**src/rtl/keyboard_fifo_reader_pkg.sv**
```systemverilog
// Shared constants for the buffered keyboard reader.
// Optional feature macro: KEYBOARD_BREAK_FILTER_EN (see keyboard_fifo_reader.sv).
package keyboard_fifo_reader_pkg;

    localparam logic [5:0] READKEY = 6'b011111;

    typedef enum logic [1:0] {
        FN_POP    = 2'd0,
        FN_PEEK   = 2'd1,
        FN_STATUS = 2'd2,
        FN_CLEAR  = 2'd3
    } kbd_func_e;

    localparam int VALID_BIT = 31;
    localparam int OVF_BIT   = 31;

endpackage

```
**src/rtl/keyboard_fifo_reader_fifo.sv**
```systemverilog
// DEPTH-entry key event FIFO with push/pop/flush and occupancy count.
// Full/empty are derived from count; pointers wrap naturally.
module kbd_fifo #(
    parameter int DEPTH = 16,
    parameter int W     = 9,
    localparam int CNT_W = $clog2(DEPTH + 1)
) (
    input  logic             clk,
    input  logic             rst_n,
    input  logic             push,
    input  logic             pop,
    input  logic             flush,
    input  logic [W-1:0]     din,
    output logic [W-1:0]     head,
    output logic [CNT_W-1:0] count,
    output logic             empty,
    output logic             dropped
);
    localparam int PTR_W = $clog2(DEPTH);

    logic [W-1:0]     mem [DEPTH];
    logic [PTR_W-1:0] rd_ptr;
    logic [PTR_W-1:0] wr_ptr;
    logic             full;
    logic             pop_ok;
    logic             push_ok;

    assign full    = (count == CNT_W'(DEPTH));
    assign empty   = (count == '0);
    assign pop_ok  = pop && !empty && !flush;
    // A simultaneous pop frees a slot, so a push into a full FIFO still lands.
    assign push_ok = push && !flush && (!full || pop_ok);
    assign dropped = push && !flush && !push_ok;
    assign head    = mem[rd_ptr];

    always_ff @(posedge clk or negedge rst_n) begin
        if (!rst_n) begin
            rd_ptr <= '0;
            wr_ptr <= '0;
            count  <= '0;
        end else if (flush) begin
            rd_ptr <= '0;
            wr_ptr <= '0;
            count  <= '0;
        end else begin
            if (push_ok) wr_ptr <= wr_ptr + 1'b1;
            if (pop_ok)  rd_ptr <= rd_ptr + 1'b1;
            if (push_ok && !pop_ok) count <= count + 1'b1;
            else if (pop_ok && !push_ok) count <= count - 1'b1;
        end
    end

    always_ff @(posedge clk) begin
        if (push_ok) mem[wr_ptr] <= din;
    end

endmodule

```
**src/rtl/keyboard_fifo_reader.sv**
```systemverilog
// Buffered keyboard reader: READKEY pop/peek/status/clear with registered writeback.
// Define KEYBOARD_BREAK_FILTER_EN to drop release events before the FIFO.
module keyboard_fifo_reader
    import keyboard_fifo_reader_pkg::*;
#(
    parameter int DEPTH  = 16,
    parameter int CODE_W = 8,
    localparam int CNT_W = $clog2(DEPTH + 1)
) (
    input  logic              clk,
    input  logic              rst_n,
    input  logic [31:0]       inst,
    input  logic              key_push,
    input  logic              key_break,
    input  logic [CODE_W-1:0] keycode,
    output logic              enable,
    output logic              float,
    output logic [4:0]        addr,
    output logic [31:0]       data,
    output logic [CNT_W-1:0]  count,
    output logic              overflow
);
    logic            cmd;
    kbd_func_e       func;
    logic [4:0]      rt;
    logic            push_q;
    logic            pop;
    logic            clear;
    logic            empty;
    logic            dropped;
    logic [CODE_W:0] head;
    logic [CODE_W:0] head_q;
    logic [31:0]     rd_data;
    logic            unused;

    assign cmd   = (inst[31:26] == READKEY);
    assign func  = kbd_func_e'(inst[1:0]);
    assign rt    = inst[20:16];
    assign pop   = cmd && (func == FN_POP);
    assign clear = cmd && (func == FN_CLEAR);
    assign float = 1'b0;

`ifdef KEYBOARD_BREAK_FILTER_EN
    assign push_q = key_push && !key_break;
    assign head_q = {1'b0, head[CODE_W-1:0]};
    assign unused = ^{inst[25:21], inst[15:2], head[CODE_W]};
`else
    assign push_q = key_push;
    assign head_q = head;
    assign unused = ^{inst[25:21], inst[15:2]};
`endif

    kbd_fifo #(
        .DEPTH (DEPTH),
        .W     (CODE_W + 1)
    ) u_fifo (
        .clk     (clk),
        .rst_n   (rst_n),
        .push    (push_q),
        .pop     (pop),
        .flush   (clear),
        .din     ({key_break, keycode}),
        .head    (head),
        .count   (count),
        .empty   (empty),
        .dropped (dropped)
    );

    always_comb begin
        rd_data = '0;
        case (func)
            FN_POP, FN_PEEK: begin
                if (!empty) begin
                    rd_data[VALID_BIT] = 1'b1;
                    rd_data[CODE_W:0]  = head_q;
                end
            end
            FN_STATUS: begin
                rd_data[OVF_BIT]   = overflow;
                rd_data[CNT_W-1:0] = count;
            end
            default: rd_data = '0;
        endcase
    end

    always_ff @(posedge clk or negedge rst_n) begin
        if (!rst_n) begin
            overflow <= 1'b0;
        end else if (clear) begin
            overflow <= 1'b0;
        end else if (dropped) begin
            overflow <= 1'b1;
        end
    end

    always_ff @(posedge clk or negedge rst_n) begin
        if (!rst_n) begin
            enable <= 1'b0;
            addr   <= '0;
            data   <= '0;
        end else begin
            enable <= cmd;
            if (cmd) begin
                addr <= rt;
                data <= rd_data;
            end
        end
    end

endmodule

```
**config.mk**
```make
export PLATFORM = sky130hd
export DESIGN_NAME = keyboard_fifo_reader
export DESIGN_NICKNAME = d
export VERILOG_FILES = /design/src/rtl/keyboard_fifo_reader_pkg.sv /design/src/rtl/keyboard_fifo_reader_fifo.sv /design/src/rtl/keyboard_fifo_reader.sv
export SDC_FILE = /design/constraint.sdc
export NUM_CORES = 1
export LEC_CHECK = 0
export ABC_AREA = 1
export BUFFER_PORTS_ARGS = -buffer_cell sky130_fd_sc_hd__buf_2
export CORE_MARGIN = 8
export CORE_UTILIZATION = 45
export DETAILED_ROUTE_END_ITERATION = 7
export SYNTH_ARGS = -nofsm -noshare
export SYNTH_HDL_FRONTEND = slang
export SYNTH_SLANG_ARGS = --single-unit
```
**constraint.sdc**
```tcl
create_clock -name clk -period 3.9 [get_ports clk]
set_clock_uncertainty 0.15 [all_clocks]
set_input_delay 0.78 -clock clk [delete_from_list [all_inputs] [get_ports clk]]
set_output_delay 0.78 -clock clk [all_outputs]
set_load 0.03 [all_outputs]
```
==> run_summary.xml, run 1 <==
<?xml version="1.0" encoding="UTF-8"?>
<metrics>
  <group name="run_status">
    <metric name="outcome" unit="">completed</metric>
  </group>
  <group name="critical_path">
    <metric name="setup.worst_path.class" unit="">input port to flip-flop</metric>
    <metric name="worstPathArrival" unit="ns">2.63</metric>
    <metric name="worstRegToRegCells" unit="">8</metric>
    <metric name="critPathSlowestCell" unit="">sky130_fd_sc_hd__nor2_1</metric>
    <metric name="worst_ep_required_time" unit="ns">3.80</metric>
    <metric name="cp-start-kind" unit="">input port</metric>
    <metric name="worst_path_largest_cell_delay" unit="ns">0.70</metric>
    <metric name="crit_fanout" unit="">17</metric>
    <metric name="endpoint_type_of_the_worst_setup_path" unit="">flip-flop</metric>
    <metric name="cell_by_cell_trace_of_the_critical_path" unit="">buf_2, nand2_1, nor2_4, nand2_4, clkinv_4, nand3_4, nand3_2, nand2_2, clkinv_4, nand2_4, nor2_1</metric>
  </group>
  <group name="layout">
    <metric name="area_delta_synth_final" unit="%">13.0</metric>
    <metric name="multi_input_area" unit="um^2">2190</metric>
    <metric name="diodes" unit="">0</metric>
    <metric name="seqCellArea" unit="um^2">5080</metric>
    <metric name="nets" unit="">864</metric>
    <metric name="fin_area" unit="um^2">8840</metric>
    <metric name="fillerInstances" unit="">1568</metric>
    <metric name="share_of_cells_above_drive_strength_1" unit="%">14.2</metric>
  </group>
  <group name="yosys">
    <metric name="synth_largest_type_area_fraction" unit="%">55.2</metric>
    <metric name="synth_sequential_area_ratio" unit="%">64.8</metric>
    <metric name="synth_ff_type" unit="">sky130_fd_sc_hd__edfxtp_1</metric>
    <metric name="synth.cell_area" unit="um^2">7830</metric>
    <metric name="synth_edf_count" unit="">144</metric>
    <metric name="post_synth_main_area_contributors" unit="">sky130_fd_sc_hd__edfxtp_1, sky130_fd_sc_hd__nand2_1, sky130_fd_sc_hd__dfrtp_1</metric>
    <metric name="yosys_register_bits" unit="">174</metric>
    <metric name="synthArstFlopShare" unit="%">17.2</metric>
    <metric name="yosys.cell_types.count" unit="">30</metric>
    <metric name="synth_common_cells" unit="">sky130_fd_sc_hd__nand2_1, sky130_fd_sc_hd__edfxtp_1, sky130_fd_sc_hd__inv_1, sky130_fd_sc_hd__nand3_1, sky130_fd_sc_hd__nor2_1</metric>
    <metric name="synthesis.yosys.warnings" unit="">0</metric>
    <metric name="average_cell_area_after_synthesis" unit="um^2">10.4</metric>
    <metric name="yosys.area.top_type" unit="">sky130_fd_sc_hd__edfxtp_1</metric>
    <metric name="yosys.cell_count.top_type" unit="">sky130_fd_sc_hd__nand2_1</metric>
    <metric name="syn-instance-count" unit="">756</metric>
  </group>
  <group name="floorplan">
    <metric name="floorplan.initialDensity" unit="%">45.6</metric>
    <metric name="rows" unit="">48</metric>
    <metric name="top_level_ports" unit="">89</metric>
    <metric name="die_h" unit="um">148</metric>
    <metric name="die_width" unit="um">148</metric>
    <metric name="die_area" unit="um^2">21900</metric>
    <metric name="core-area" unit="um^2">17200</metric>
  </group>
  <group name="clock_network">
    <metric name="worst_setup_hold_path_clk_slew" unit="ns">0.06</metric>
    <metric name="cts_tree" unit="">yes</metric>
    <metric name="tritoncts.num_buffers" unit="">17</metric>
    <metric name="gates_resized_cts_repair" unit="">0</metric>
    <metric name="clk_root_buffer_cell" unit="">sky130_fd_sc_hd__clkbuf_16</metric>
    <metric name="cts.repair_timing.setup_buffer_count" unit="">0</metric>
    <metric name="cts.sink_count" unit="">174</metric>
    <metric name="cts.path.max_buffers" unit="">2</metric>
    <metric name="htree_levels" unit="">4</metric>
    <metric name="worstSkewPairLatency" unit="ns">0.43</metric>
    <metric name="cts_hold_buf" unit="">0</metric>
  </group>
  <group name="job">
    <metric name="max-cap-violations" unit="">0</metric>
  </group>
  <group name="detailed_routing">
    <metric name="post-route-drc-count" unit="">0</metric>
    <metric name="first_iter_violations" unit="">343</metric>
    <metric name="first_pass_iters" unit="">5</metric>
    <metric name="wirelength" unit="um">18400</metric>
    <metric name="vias" unit="">5239</metric>
    <metric name="ant_nets" unit="">0</metric>
    <metric name="drt-vias-per-instance" unit="">5.00</metric>
    <metric name="drt-wirelength-per-cell" unit="um">17.6</metric>
  </group>
  <group name="grt">
    <metric name="grt_antenna_before_repair" unit="">0</metric>
    <metric name="grt_util_all_layers" unit="%">17.3</metric>
    <metric name="pin_count_of_the_biggest_net_entering_global_routing" unit="">75</metric>
    <metric name="global_route.overflow_total" unit="">0</metric>
    <metric name="grt_first_pass_wirelength" unit="um">28700</metric>
    <metric name="grt_pass1_vias" unit="">5182</metric>
  </group>
  <group name="timing">
    <metric name="final_hold_viol_count" unit="">0</metric>
    <metric name="period_needed" unit="ns">2.73</metric>
    <metric name="fin_setup_tns" unit="ns">0</metric>
    <metric name="timing_worst_slew_pin_value" unit="ns">0.924</metric>
    <metric name="clock.fmax" unit="GHz">0.366</metric>
    <metric name="rsz0062_at_grt" unit="">no</metric>
    <metric name="slew_viol_final" unit="">0</metric>
    <metric name="worst_rel_slew_slack" unit="%">38.1</metric>
    <metric name="final_min_period_over_clock_period" unit="%">70.1</metric>
    <metric name="final_setup_fails" unit="">0</metric>
  </group>
  <group name="worst_hold_path">
    <metric name="hold_class" unit="">input port to asynchronous set/reset pin</metric>
  </group>
  <group name="place">
    <metric name="dp_hpwl" unit="um">11700</metric>
    <metric name="globalplace.congestion" unit="">0.814</metric>
    <metric name="port-buffer-count" unit="">46</metric>
    <metric name="placed_cell_area" unit="um^2">8250</metric>
  </group>
  <group name="power">
    <metric name="max-vdd-ir-drop" unit="uV">350</metric>
    <metric name="power_per_cell_area" unit="nW/um^2">610</metric>
    <metric name="leakage" unit="nW">3.83</metric>
  </group>
</metrics>
## cell usage in the layout, fill, tap and decap left out, types with 14 or more instances in the layout
cell type / n
sky130_fd_sc_hd__dfrtp_1: 29
sky130_fd_sc_hd__inv_1: 75
sky130_fd_sc_hd__nand3_1: 75
sky130_fd_sc_hd__nand2_1: 205
sky130_fd_sc_hd__conb_1: 23
sky130_fd_sc_hd__o211ai_1: 14
sky130_fd_sc_hd__edfxtp_1: 144
sky130_fd_sc_hd__nor2_1: 69
sky130_fd_sc_hd__o21ai_0: 28
sky130_fd_sc_hd__clkbuf_16: 17
sky130_fd_sc_hd__buf_2: 46
sky130_fd_sc_hd__buf_4: 19
## path summary, 6_finish.rpt
check,start,to,slack (ns)
max in group asynchronous,rst_n,u_fifo.rd_ptr[0]$_DFFE_PN0P_,2.85
worst max register to register,u_fifo.count[0]$_DFFE_PN0P_,u_fifo.mem[10][4]$_DFFE_PP_,1.31
worst min register to register,data[4]$_DFFE_PN0N_,data[4]$_DFFE_PN0N_,0.33
worst max-delay path,inst[28],u_fifo.mem[10][4]$_DFFE_PP_,1.17
min in group clk,data[4]$_DFFE_PN0N_,data[4]$_DFFE_PN0N_,0.33
worst min-delay path,rst_n,addr[2]$_DFFE_PN0N_,0.26
## logic make-up after synthesis
kind of cell    synth area share, %
compound gates                 4.70
buf+inv                        8.23
simple gates                   20.1
fa+ha+maj                      1.69
flops                          64.8
xor+xnor                      0.448
other cells                  0.0479
## metrics by stage
stage	hold slack (ns)	std cells	setup WS, ns	utilization, %	power [mW]
after floorplan	0.334	778	1.37	-	3.31
after global placement	0.308	1016	0.770	48.0	3.68
after detailed placement	0.314	1016	0.694	48.0	3.73
after CTS	0.264	1048	1.14	51.5	5.43
after global routing	0.301	1048	1.03	51.5	5.66
final	0.256	1048	1.17	51.5	5.40
## where the power goes
part | total (mW) | internal (mW) | switching, mW | leakage [nW]
registers | 2.37 | 2.23 | 0.137 | 1.68
clock network | 1.71 | 1.00 | 0.704 | 0.280
logic | 1.32 | 0.393 | 0.927 | 1.87
total | 5.40 | 3.63 | 1.77 | 3.83
## final cells by class
type / count / area share (%)
multi-input cells: 468 / 24.8
repair buffers: 65 / 4.22
flip-flops and latches: 174 / 57.4
clock buffers: 17 / 4.81
clock inverters: 15 / 1.92
well taps: 225 / 3.18
inverters: 84 / 3.68
## layer usage
metal	part of all wire, %	wire (um)	vias up	global-route usage, %
met1	47	8660	2553	23.3
met4	1.9	344	0	6.68
met3	4.0	741	18	2.54
met5	0	0	-	0
li1	-	-	2556	-
met2	47	8680	112	27.6
## critical path: cells and delay by family
kind / cells / cell delay [ns]
simple gates: 8 / 1.49
buf+inv: 3 / 0.34
## state kept, by name, summed over array words and instances, names as in the netlist
| register | flops |
|---|---|
| u_fifo.rd_ptr | 4 |
| u_fifo.wr_ptr | 4 |
| data | 10 |
| addr | 5 |
| enable | 1 |
| u_fifo.count | 5 |
| overflow | 1 |
| u_fifo.mem | 144 |
(Power assumes the default switching activity.)
==> run 2: changes to the inputs <==
--- a/config.mk
+++ b/config.mk
@@ -5,11 +5,12 @@
 export SDC_FILE = /design/constraint.sdc
 export NUM_CORES = 1
 export LEC_CHECK = 0
-export ABC_AREA = 1
+export ABC_AREA = 0
 export BUFFER_PORTS_ARGS = -buffer_cell sky130_fd_sc_hd__buf_2
 export CORE_MARGIN = 8
 export CORE_UTILIZATION = 45
 export DETAILED_ROUTE_END_ITERATION = 7
+export PLACE_DENSITY = 0.67
 export SYNTH_ARGS = -nofsm -noshare
 export SYNTH_HDL_FRONTEND = slang
 export SYNTH_SLANG_ARGS = --single-unit
==> constraint.sdc (replaced) <==
create_clock -name clk -period 2.3 [get_ports clk]
set_clock_uncertainty 0.15 [all_clocks]
set_input_delay 0.46 -clock clk [delete_from_list [all_inputs] [get_ports clk]]
set_output_delay 0.46 -clock clk [all_outputs]
set_load 0.03 [all_outputs]
==> run 2 against run 1 <==
Compared with the run above: the flow now finishes with violations (setup timing); final cell count shrank 26%; total power is 69% higher; global-route usage is 2.1 points lower; hold slack got worse by 0.17 ns; sequential power is 72% higher; non-clock buffer count rose by 27; flip-flop and latch count unchanged; critical path depth unchanged; setup slack got worse by 1.5 ns; register-to-register slack worse by 1.7 ns; synthesized cell count fell by 40%; critical path type is now flip-flop to flip-flop.
==> run_summary.xml, run 2 <==
<?xml version="1.0" encoding="UTF-8"?>
<metrics>
  <group name="clock_network">
    <metric name="worst_setup_hold_path_clk_slew" unit="ns">0.07</metric>
    <metric name="htree_levels" unit="">4</metric>
    <metric name="worstSkewPairLatency" unit="ns">0.42</metric>
    <metric name="cts.sink_count" unit="">174</metric>
    <metric name="clk_root_buffer_cell" unit="">sky130_fd_sc_hd__clkbuf_16</metric>
    <metric name="tritoncts.num_buffers" unit="">17</metric>
    <metric name="cts.path.max_buffers" unit="">2</metric>
    <metric name="cts_tree" unit="">yes</metric>
  </group>
  <group name="critical_path">
    <metric name="worstRegToRegCells" unit="">11</metric>
    <metric name="cell_by_cell_trace_of_the_critical_path" unit="">nor4_4, buf_4, a211o_4, nor2_4, or2_4, fa_2, a21o_1, a21oi_2, a32oi_1, o22ai_1, a31oi_1</metric>
    <metric name="setup.reg_to_reg.worst_slack" unit="ns">-0.35</metric>
    <metric name="critical_path.reg2reg.startpoint" unit="">u_fifo.count[3]$_DFFE_PN0P_</metric>
    <metric name="critical_path.top_delay_family" unit="">compound AO/OA/AOI/OAI gates</metric>
    <metric name="worst_reg2reg_endpoint" unit="">u_fifo.count[4]$_DFFE_PN0P_</metric>
    <metric name="worst_ep_required_time" unit="ns">2.45</metric>
    <metric name="worst_path_largest_cell_delay" unit="ns">0.42</metric>
    <metric name="endpoint_type_of_the_worst_setup_path" unit="">flip-flop</metric>
    <metric name="crit_fanout" unit="">5</metric>
    <metric name="timing.critical_path.buf_inv" unit="">1</metric>
    <metric name="critPathSlowestCell" unit="">sky130_fd_sc_hd__dfrtp_2</metric>
    <metric name="worstPathArrival" unit="ns">2.79</metric>
    <metric name="setup.worst_path.class" unit="">flip-flop to flip-flop</metric>
    <metric name="cp-start-kind" unit="">flip-flop</metric>
  </group>
  <group name="layout">
    <metric name="fillerInstances" unit="">1294</metric>
    <metric name="largest_reg_flops" unit="">144</metric>
    <metric name="nets" unit="">594</metric>
    <metric name="final_cell_mix" unit="">sky130_fd_sc_hd__edfxtp_1, sky130_fd_sc_hd__buf_2, sky130_fd_sc_hd__mux4_2</metric>
    <metric name="area_delta_synth_final" unit="%">20.1</metric>
    <metric name="commonest_non_fill_non_tap_cell_in_the_layout" unit="">sky130_fd_sc_hd__edfxtp_1</metric>
    <metric name="regMostFlops" unit="">u_fifo.mem</metric>
    <metric name="share_of_cells_above_drive_strength_1" unit="%">37.1</metric>
    <metric name="registers_with_the_most_flip_flops" unit="">u_fifo.mem (144), data (10)</metric>
    <metric name="diodes" unit="">0</metric>
    <metric name="final_cell_count_no_fill" unit="">773</metric>
  </group>
  <group name="timing">
    <metric name="slew_viol_final" unit="">0</metric>
    <metric name="final_min_period_over_clock_period" unit="%">115</metric>
    <metric name="worst_rel_slew_slack" unit="%">45.9</metric>
    <metric name="period_needed" unit="ns">2.65</metric>
    <metric name="final_setup_fails" unit="">67</metric>
    <metric name="rsz0062_at_grt" unit="">yes</metric>
    <metric name="clock.fmax" unit="GHz">0.378</metric>
    <metric name="timing_worst_slew_pin_value" unit="ns">0.805</metric>
    <metric name="post-route-worst-setup-slack" unit="ns">-0.348</metric>
    <metric name="final_hold_viol_count" unit="">0</metric>
  </group>
  <group name="yosys">
    <metric name="yosys.cell_count.top_type" unit="">sky130_fd_sc_hd__edfxtp_1</metric>
    <metric name="syn-instance-count" unit="">452</metric>
    <metric name="synthesis.yosys.warnings" unit="">0</metric>
    <metric name="synthArstFlopShare" unit="%">17.2</metric>
    <metric name="average_cell_area_after_synthesis" unit="um^2">16.6</metric>
    <metric name="yosys_register_bits" unit="">174</metric>
    <metric name="synth_ff_type" unit="">sky130_fd_sc_hd__edfxtp_1</metric>
    <metric name="synth.cell_area" unit="um^2">7480</metric>
    <metric name="synth_largest_type_area_fraction" unit="%">57.8</metric>
    <metric name="yosys.area.top_type" unit="">sky130_fd_sc_hd__edfxtp_1</metric>
    <metric name="synth_sequential_area_ratio" unit="%">67.8</metric>
    <metric name="yosys.cell_types.count" unit="">54</metric>
    <metric name="synth_common_cells" unit="">sky130_fd_sc_hd__edfxtp_1, sky130_fd_sc_hd__mux4_2, sky130_fd_sc_hd__nor2_1</metric>
    <metric name="synth_edf_count" unit="">144</metric>
    <metric name="post_synth_main_area_contributors" unit="">sky130_fd_sc_hd__edfxtp_1, sky130_fd_sc_hd__mux4_2, sky130_fd_sc_hd__dfrtp_1</metric>
  </group>
  <group name="power">
    <metric name="p_sw" unit="mW">2.74</metric>
    <metric name="total_power" unit="mW">9.13</metric>
    <metric name="share_clk_of_total_power" unit="%">29.8</metric>
    <metric name="leakage" unit="nW">3.21</metric>
    <metric name="internal_power" unit="mW">6.39</metric>
    <metric name="power.share.combinational" unit="%">25.4</metric>
    <metric name="sw_frac_of_total" unit="%">30.0</metric>
    <metric name="power_per_cell_area" unit="nW/um^2">1020</metric>
    <metric name="seq_power_share" unit="%">44.7</metric>
    <metric name="max-vdd-ir-drop" unit="uV">595</metric>
  </group>
  <group name="floorplan">
    <metric name="core-area" unit="um^2">16400</metric>
    <metric name="die_area" unit="um^2">21000</metric>
    <metric name="die_width" unit="um">145</metric>
    <metric name="top_level_ports" unit="">89</metric>
    <metric name="rows" unit="">47</metric>
    <metric name="die_h" unit="um">145</metric>
    <metric name="floorplan.initialDensity" unit="%">45.6</metric>
  </group>
  <group name="worst_hold_path">
    <metric name="hold_path_depth" unit="">3</metric>
    <metric name="whs_endpoint" unit="">addr[2]$_DFFE_PN0N_</metric>
    <metric name="hold_path.startpoint" unit="">inst[18]</metric>
    <metric name="hold_class" unit="">input port to flip-flop</metric>
  </group>
  <group name="detailed_routing">
    <metric name="vias" unit="">4088</metric>
    <metric name="drt-vias-per-instance" unit="">5.29</metric>
    <metric name="drt-wirelength-per-cell" unit="um">19.8</metric>
    <metric name="first_iter_violations" unit="">318</metric>
    <metric name="ant_nets" unit="">0</metric>
    <metric name="post-route-drc-count" unit="">0</metric>
    <metric name="first_pass_iters" unit="">5</metric>
    <metric name="wirelength" unit="um">15300</metric>
  </group>
  <group name="run_status">
    <metric name="violations" unit="">setup timing</metric>
    <metric name="outcome" unit="">complete, but fails checks</metric>
  </group>
  <group name="grt">
    <metric name="grt_antenna_before_repair" unit="">0</metric>
    <metric name="global_route.overflow_total" unit="">0</metric>
    <metric name="grt_first_pass_wirelength" unit="um">24700</metric>
    <metric name="pin_count_of_the_biggest_net_entering_global_routing" unit="">40</metric>
    <metric name="grt_pass1_vias" unit="">4361</metric>
    <metric name="grt_util_all_layers" unit="%">15.1</metric>
  </group>
  <group name="place">
    <metric name="dp_hpwl" unit="um">10200</metric>
    <metric name="placed_cells" unit="">736</metric>
    <metric name="globalplace.congestion" unit="">0.781</metric>
    <metric name="port-buffer-count" unit="">46</metric>
  </group>
  <group name="job">
    <metric name="max-cap-violations" unit="">0</metric>
  </group>
</metrics>
-- run 2: changes by cell type in the layout (fill, tap and decap cells not counted), sizes merged, moves of 14 or more --
cell	change
a21oi	+14
buf	+26
inv	-71
mux4	+36
nand2	-184
nand3	-67
nor2	-40
o21ai	-31
-- run 2: cells by family after synthesis --
group                      Yosys count  share of synthesized area, %
DFF                                174                          67.8
and+or+nand+nor                    101                          6.94
muxes                               58                          14.0
buffers and inverters               53                          4.31
AOI/OAI and AO/OA                   50                          4.55
adders and majority gates           10                          1.77
xor gates and xnor gates             5                         0.585
other                                1                        0.0501
-- run 2: per-stage QoR --
step	worst slack (ns)	area [um^2]	TNS [ns]	hold slack, ns	utilization, %
after floorplan	-0.466	7630	-1.72	0.0144	-
after global placement	-0.398	8300	-28.90	0.302	50.6
after detailed placement	-0.487	8300	-37.94	0.311	50.6
after CTS	-0.303	8960	-1.51	0.0680	54.6
after global routing	-0.422	8990	-8.24	0.0652	54.8
final	-0.348	8990	-3.24	0.0814	54.8
-- run 2: repair_timing --
action	in CTS	in global routing
pin swaps	2	1
resized for setup	11	5
setup endpoints to repair	60	78
endpoints found under the hold margin	30	0
hold buffers	1	0
buffers inserted	3	2
-- run 2: worst reg2reg max path, delay by kind of cell, from the launching register on --
family                   cells  cell delay [ns]
buffers and inverters        1             0.19
adder cells (fa/ha/maj)      1             0.36
flip-flops                   1             0.42
AO/OA/AOI/OAI                6             0.84
AND/OR/NAND/NOR              3             0.56
-- run 2: how the worst max path moves through the flow --
stage	slack [ns]	startpoint	endpoint	cells past startpoint
4_1_cts	-0.30	u_fifo.count[3]$_DFFE_PN0P_	u_fifo.count[4]$_DFFE_PN0P_	11
6_report	-0.35	u_fifo.count[3]$_DFFE_PN0P_	u_fifo.count[4]$_DFFE_PN0P_	11
2_1_floorplan	-0.47	u_fifo.count[2]$_DFFE_PN0P_	u_fifo.count[3]$_DFFE_PN0P_	10
5_1_grt	-0.42	u_fifo.count[3]$_DFFE_PN0P_	u_fifo.count[3]$_DFFE_PN0P_	12
3_5_place_dp	-0.49	inst[31]	u_fifo.count[4]$_DFFE_PN0P_	11
3_3_place_gp	-0.40	inst[31]	u_fifo.count[3]$_DFFE_PN0P_	11
-- run 2: power groups by stage --
| stage | Sequential [mW] | Clock [mW] | Combinational, mW |
|---|---|---|---|
| finish | 4.08 | 2.72 | 2.32 |
| global route | 4.13 | 2.89 | 2.51 |
| detailed placement | 4.15 | 0 | 2.21 |
| CTS | 4.09 | 2.77 | 2.34 |
| global placement | 4.13 | 0 | 2.16 |
| floorplan | 4.35 | 0 | 1.21 |
-- run 2: final cells by class --
cell class              count  area (um^2)  area share (%)
clock buffers              19          433            4.82
well taps                 220          275            3.06
multi-input cells         247         2300            25.6
clock inverters            13          135            1.50
flip-flops and latches    174         5080            56.5
inverters                   8         30.0           0.334
repair buffers             92          732            8.15
-- run 2: routing by layer --
metal	routed length [um]	vias up	global-route usage (%)
li1	-	1875	-
met1	6370	2091	18.4
met2	7890	114	25.4
met3	949	8	4.20
met4	135	0	5.42
met5	0	-	0
==> run 3: changes to the inputs <==
--- a/config.mk
+++ b/config.mk
@@ -7,9 +7,11 @@
 export LEC_CHECK = 0
 export ABC_AREA = 0
 export BUFFER_PORTS_ARGS = -buffer_cell sky130_fd_sc_hd__buf_2
+export CAP_MARGIN = 0
 export CORE_MARGIN = 8
 export CORE_UTILIZATION = 45
 export DETAILED_ROUTE_END_ITERATION = 7
+export MAX_ROUTING_LAYER = met4
 export PLACE_DENSITY = 0.67
 export SYNTH_ARGS = -nofsm -noshare
 export SYNTH_HDL_FRONTEND = slang
==> run 3 against run 2 <==
Compared with the run above: the run still ends with setup timing left; hold slack got worse by 0.0024 ns; setup slack about the same; sequential share of layout area unchanged; critical path depth unchanged; sequential power about the same.
==> run_summary.xml, run 3 (synthesized netlist as in run 2, its figures left out) <==
<?xml version="1.0" encoding="UTF-8"?>
<metrics>
  <group name="detailed_routing">
    <metric name="post-route-drc-count" unit="">0</metric>
    <metric name="drt-wirelength-per-cell" unit="um">20.0</metric>
    <metric name="first_pass_iters" unit="">5</metric>
    <metric name="ant_nets" unit="">0</metric>
    <metric name="wirelength" unit="um">15400</metric>
    <metric name="first_iter_violations" unit="">309</metric>
    <metric name="drt-vias-per-instance" unit="">5.30</metric>
    <metric name="vias" unit="">4096</metric>
  </group>
  <group name="place">
    <metric name="port-buffer-count" unit="">46</metric>
    <metric name="pre_cts_slack" unit="ns">-0.487</metric>
    <metric name="globalplace.congestion" unit="">0.790</metric>
    <metric name="dp_hpwl" unit="um">10200</metric>
  </group>
  <group name="power">
    <metric name="seq_power_share" unit="%">44.7</metric>
    <metric name="internal_power" unit="mW">6.39</metric>
    <metric name="power.share.combinational" unit="%">25.4</metric>
    <metric name="leakage" unit="nW">3.21</metric>
    <metric name="power_per_cell_area" unit="nW/um^2">1020</metric>
    <metric name="sw_frac_of_total" unit="%">30.1</metric>
    <metric name="p_sw" unit="mW">2.75</metric>
    <metric name="max-vdd-ir-drop" unit="uV">602</metric>
    <metric name="share_clk_of_total_power" unit="%">29.9</metric>
  </group>
  <group name="timing">
    <metric name="final_setup_fails" unit="">67</metric>
    <metric name="fin_setup_tns" unit="ns">-2.58</metric>
    <metric name="clock.fmax" unit="GHz">0.378</metric>
    <metric name="worst_rel_slew_slack" unit="%">45.2</metric>
    <metric name="period_needed" unit="ns">2.65</metric>
    <metric name="post-route-worst-setup-slack" unit="ns">-0.348</metric>
    <metric name="hold_slack" unit="ns">0.0790</metric>
    <metric name="slew_viol_final" unit="">0</metric>
    <metric name="timing_worst_slew_pin_value" unit="ns">0.817</metric>
    <metric name="final_min_period_over_clock_period" unit="%">115</metric>
    <metric name="final_hold_viol_count" unit="">0</metric>
    <metric name="rsz0062_at_grt" unit="">yes</metric>
  </group>
  <group name="grt">
    <metric name="grt_util_all_layers" unit="%">15.6</metric>
    <metric name="pin_count_of_the_biggest_net_entering_global_routing" unit="">40</metric>
    <metric name="grt_pass1_vias" unit="">4355</metric>
    <metric name="most_heavily_used_metal_layer_in_global_routing" unit="">met2</metric>
    <metric name="grt_first_pass_wirelength" unit="um">24800</metric>
    <metric name="groute.layer.met2.usage" unit="%">25.4</metric>
    <metric name="global_route.overflow_total" unit="">0</metric>
    <metric name="grt.met3_usage" unit="%">4.07</metric>
    <metric name="grt_antenna_before_repair" unit="">0</metric>
    <metric name="gr-usage-met1" unit="%">18.5</metric>
  </group>
  <group name="critical_path">
    <metric name="start_point_of_the_critical_path" unit="">u_fifo.count[3]$_DFFE_PN0P_</metric>
    <metric name="critical_path.reg2reg.startpoint" unit="">u_fifo.count[3]$_DFFE_PN0P_</metric>
    <metric name="critical-path-top-cell-by-count" unit="">sky130_fd_sc_hd__buf_4</metric>
    <metric name="worst_path_largest_cell_delay" unit="ns">0.42</metric>
    <metric name="worst_ep_required_time" unit="ns">2.46</metric>
    <metric name="crit_fanout" unit="">5</metric>
    <metric name="cp-start-kind" unit="">flip-flop</metric>
    <metric name="timing.critical_path.depth" unit="">11</metric>
    <metric name="cell_by_cell_trace_of_the_critical_path" unit="">nor4_4, buf_4, a211o_4, nor2_4, or2_4, fa_2, buf_4, buf_6, xnor2_2, nor2_1, mux2_4</metric>
    <metric name="endpoint_type_of_the_worst_setup_path" unit="">flip-flop</metric>
    <metric name="critPathSlowestCell" unit="">sky130_fd_sc_hd__dfrtp_2</metric>
    <metric name="worstRegToRegCells" unit="">11</metric>
    <metric name="critical_path.top_delay_family" unit="">simple AND/OR/NAND/NOR gates</metric>
    <metric name="worstPathArrival" unit="ns">2.81</metric>
    <metric name="setup.worst_path.class" unit="">flip-flop to flip-flop</metric>
    <metric name="timing.critical_path.buf_inv" unit="">3</metric>
  </group>
  <group name="layout">
    <metric name="final_cell_mix" unit="">sky130_fd_sc_hd__edfxtp_1, sky130_fd_sc_hd__buf_2, sky130_fd_sc_hd__mux4_2</metric>
    <metric name="share_of_cells_above_drive_strength_1" unit="%">37.1</metric>
    <metric name="largest_reg_flops" unit="">144</metric>
    <metric name="registers_with_the_most_flip_flops" unit="">u_fifo.mem (144), data (10)</metric>
    <metric name="regMostFlops" unit="">u_fifo.mem</metric>
    <metric name="commonest_non_fill_non_tap_cell_in_the_layout" unit="">sky130_fd_sc_hd__edfxtp_1</metric>
    <metric name="finalCoreUtilization" unit="%">54.8</metric>
    <metric name="diodes" unit="">0</metric>
    <metric name="nets" unit="">594</metric>
    <metric name="area_delta_synth_final" unit="%">20.1</metric>
  </group>
  <group name="clock_network">
    <metric name="cts_tree" unit="">yes</metric>
    <metric name="tritoncts.num_buffers" unit="">17</metric>
    <metric name="worstSkewPairLatency" unit="ns">0.42</metric>
    <metric name="cts.sink_count" unit="">174</metric>
    <metric name="clk_root_buffer_cell" unit="">sky130_fd_sc_hd__clkbuf_16</metric>
    <metric name="worst_setup_hold_path_clk_slew" unit="ns">0.07</metric>
    <metric name="htree_levels" unit="">4</metric>
    <metric name="cts.path.max_buffers" unit="">2</metric>
  </group>
  <group name="floorplan">
    <metric name="die_width" unit="um">145</metric>
    <metric name="top_level_ports" unit="">89</metric>
    <metric name="core-area" unit="um^2">16400</metric>
    <metric name="floorplan.initialDensity" unit="%">45.6</metric>
    <metric name="die_area" unit="um^2">21000</metric>
    <metric name="die_h" unit="um">145</metric>
    <metric name="rows" unit="">47</metric>
  </group>
  <group name="run_status">
    <metric name="violations" unit="">setup timing</metric>
    <metric name="outcome" unit="">complete, but fails checks</metric>
  </group>
  <group name="worst_hold_path">
    <metric name="hold_path.startpoint" unit="">inst[17]</metric>
    <metric name="hold_path_depth" unit="">3</metric>
    <metric name="hold_class" unit="">input port to flip-flop</metric>
  </group>
  <group name="job">
    <metric name="max-cap-violations" unit="">0</metric>
  </group>
</metrics>
-- run 3: cell counts in the layout (fill, tap and decap cells not counted) --
No cell type changed its count.
-- run 3: final timing paths --
kind                                           endpoint  slack [ns]
hold reg to reg                    data[31]$_DFFE_PN0N_        0.32
max in group asynchronous  u_fifo.rd_ptr[0]$_DFFE_PN0P_        1.04
setup / recovery            u_fifo.count[2]$_DFFE_PN0P_       -0.35
min in group asynchronous           addr[1]$_DFFE_PN0N_        0.47
setup reg to reg            u_fifo.count[2]$_DFFE_PN0P_       -0.35
hold / removal                      addr[1]$_DFFE_PN0N_        0.08
-- run 3: metrics by stage --
stage	area, um^2	power, mW	cells
4_1_cts	8960	9.20	772
6_report	8990	9.14	773
5_1_grt	8990	9.53	773
3_5_place_dp	8300	6.36	736
2_1_floorplan	7630	5.56	474
3_3_place_gp	8300	6.28	736
-- run 3: worst register-to-register path: stages, from the launching register on --
cell	delay, ns
sky130_fd_sc_hd__dfrtp_2	0.42
sky130_fd_sc_hd__nor4_4	0.26
sky130_fd_sc_hd__buf_4	0.19
sky130_fd_sc_hd__a211o_4	0.15
sky130_fd_sc_hd__nor2_4	0.04
sky130_fd_sc_hd__or2_4	0.27
sky130_fd_sc_hd__fa_2	0.36
sky130_fd_sc_hd__buf_4	0.14
sky130_fd_sc_hd__buf_6	0.11
sky130_fd_sc_hd__xnor2_2	0.13
sky130_fd_sc_hd__nor2_1	0.05
sky130_fd_sc_hd__mux2_4	0.26
-- run 3: power groups by stage --
stage,sequential [mW],combinational (mW),clock (mW)
4_1_cts,4.09,2.34,2.77
6_report,4.09,2.32,2.73
3_3_place_gp,4.13,2.16,0
2_1_floorplan,4.35,1.21,0
3_5_place_dp,4.15,2.21,0
5_1_grt,4.13,2.52,2.89
-- run 3: routing by layer --
layer / vias up / wire, um
li1: 1870 / -
met5: - / 0
met4: 0 / 173
met3: 15 / 987
met1: 2095 / 6440
met2: 116 / 7820
-- run 3: what timing repair did --
action / 4_1_cts / 5_1_grt
pin swaps: 2 / 1
endpoints found under the hold margin: 30 / 0
hold buffers: 1 / 0
setup buffers: 3 / 2
endpoints found under the setup margin: 60 / 78
resized for setup: 11 / 5
-- run 3: cell type report --
class                   instances  area, um^2
fillers                      1294        7420
flip-flops and latches        174        5080
multi-input cells             247        2300
repair buffers                 92         732
clock buffers                  19         433
well taps                     220         275
clock inverters                13         135
inverters                       8        30.0
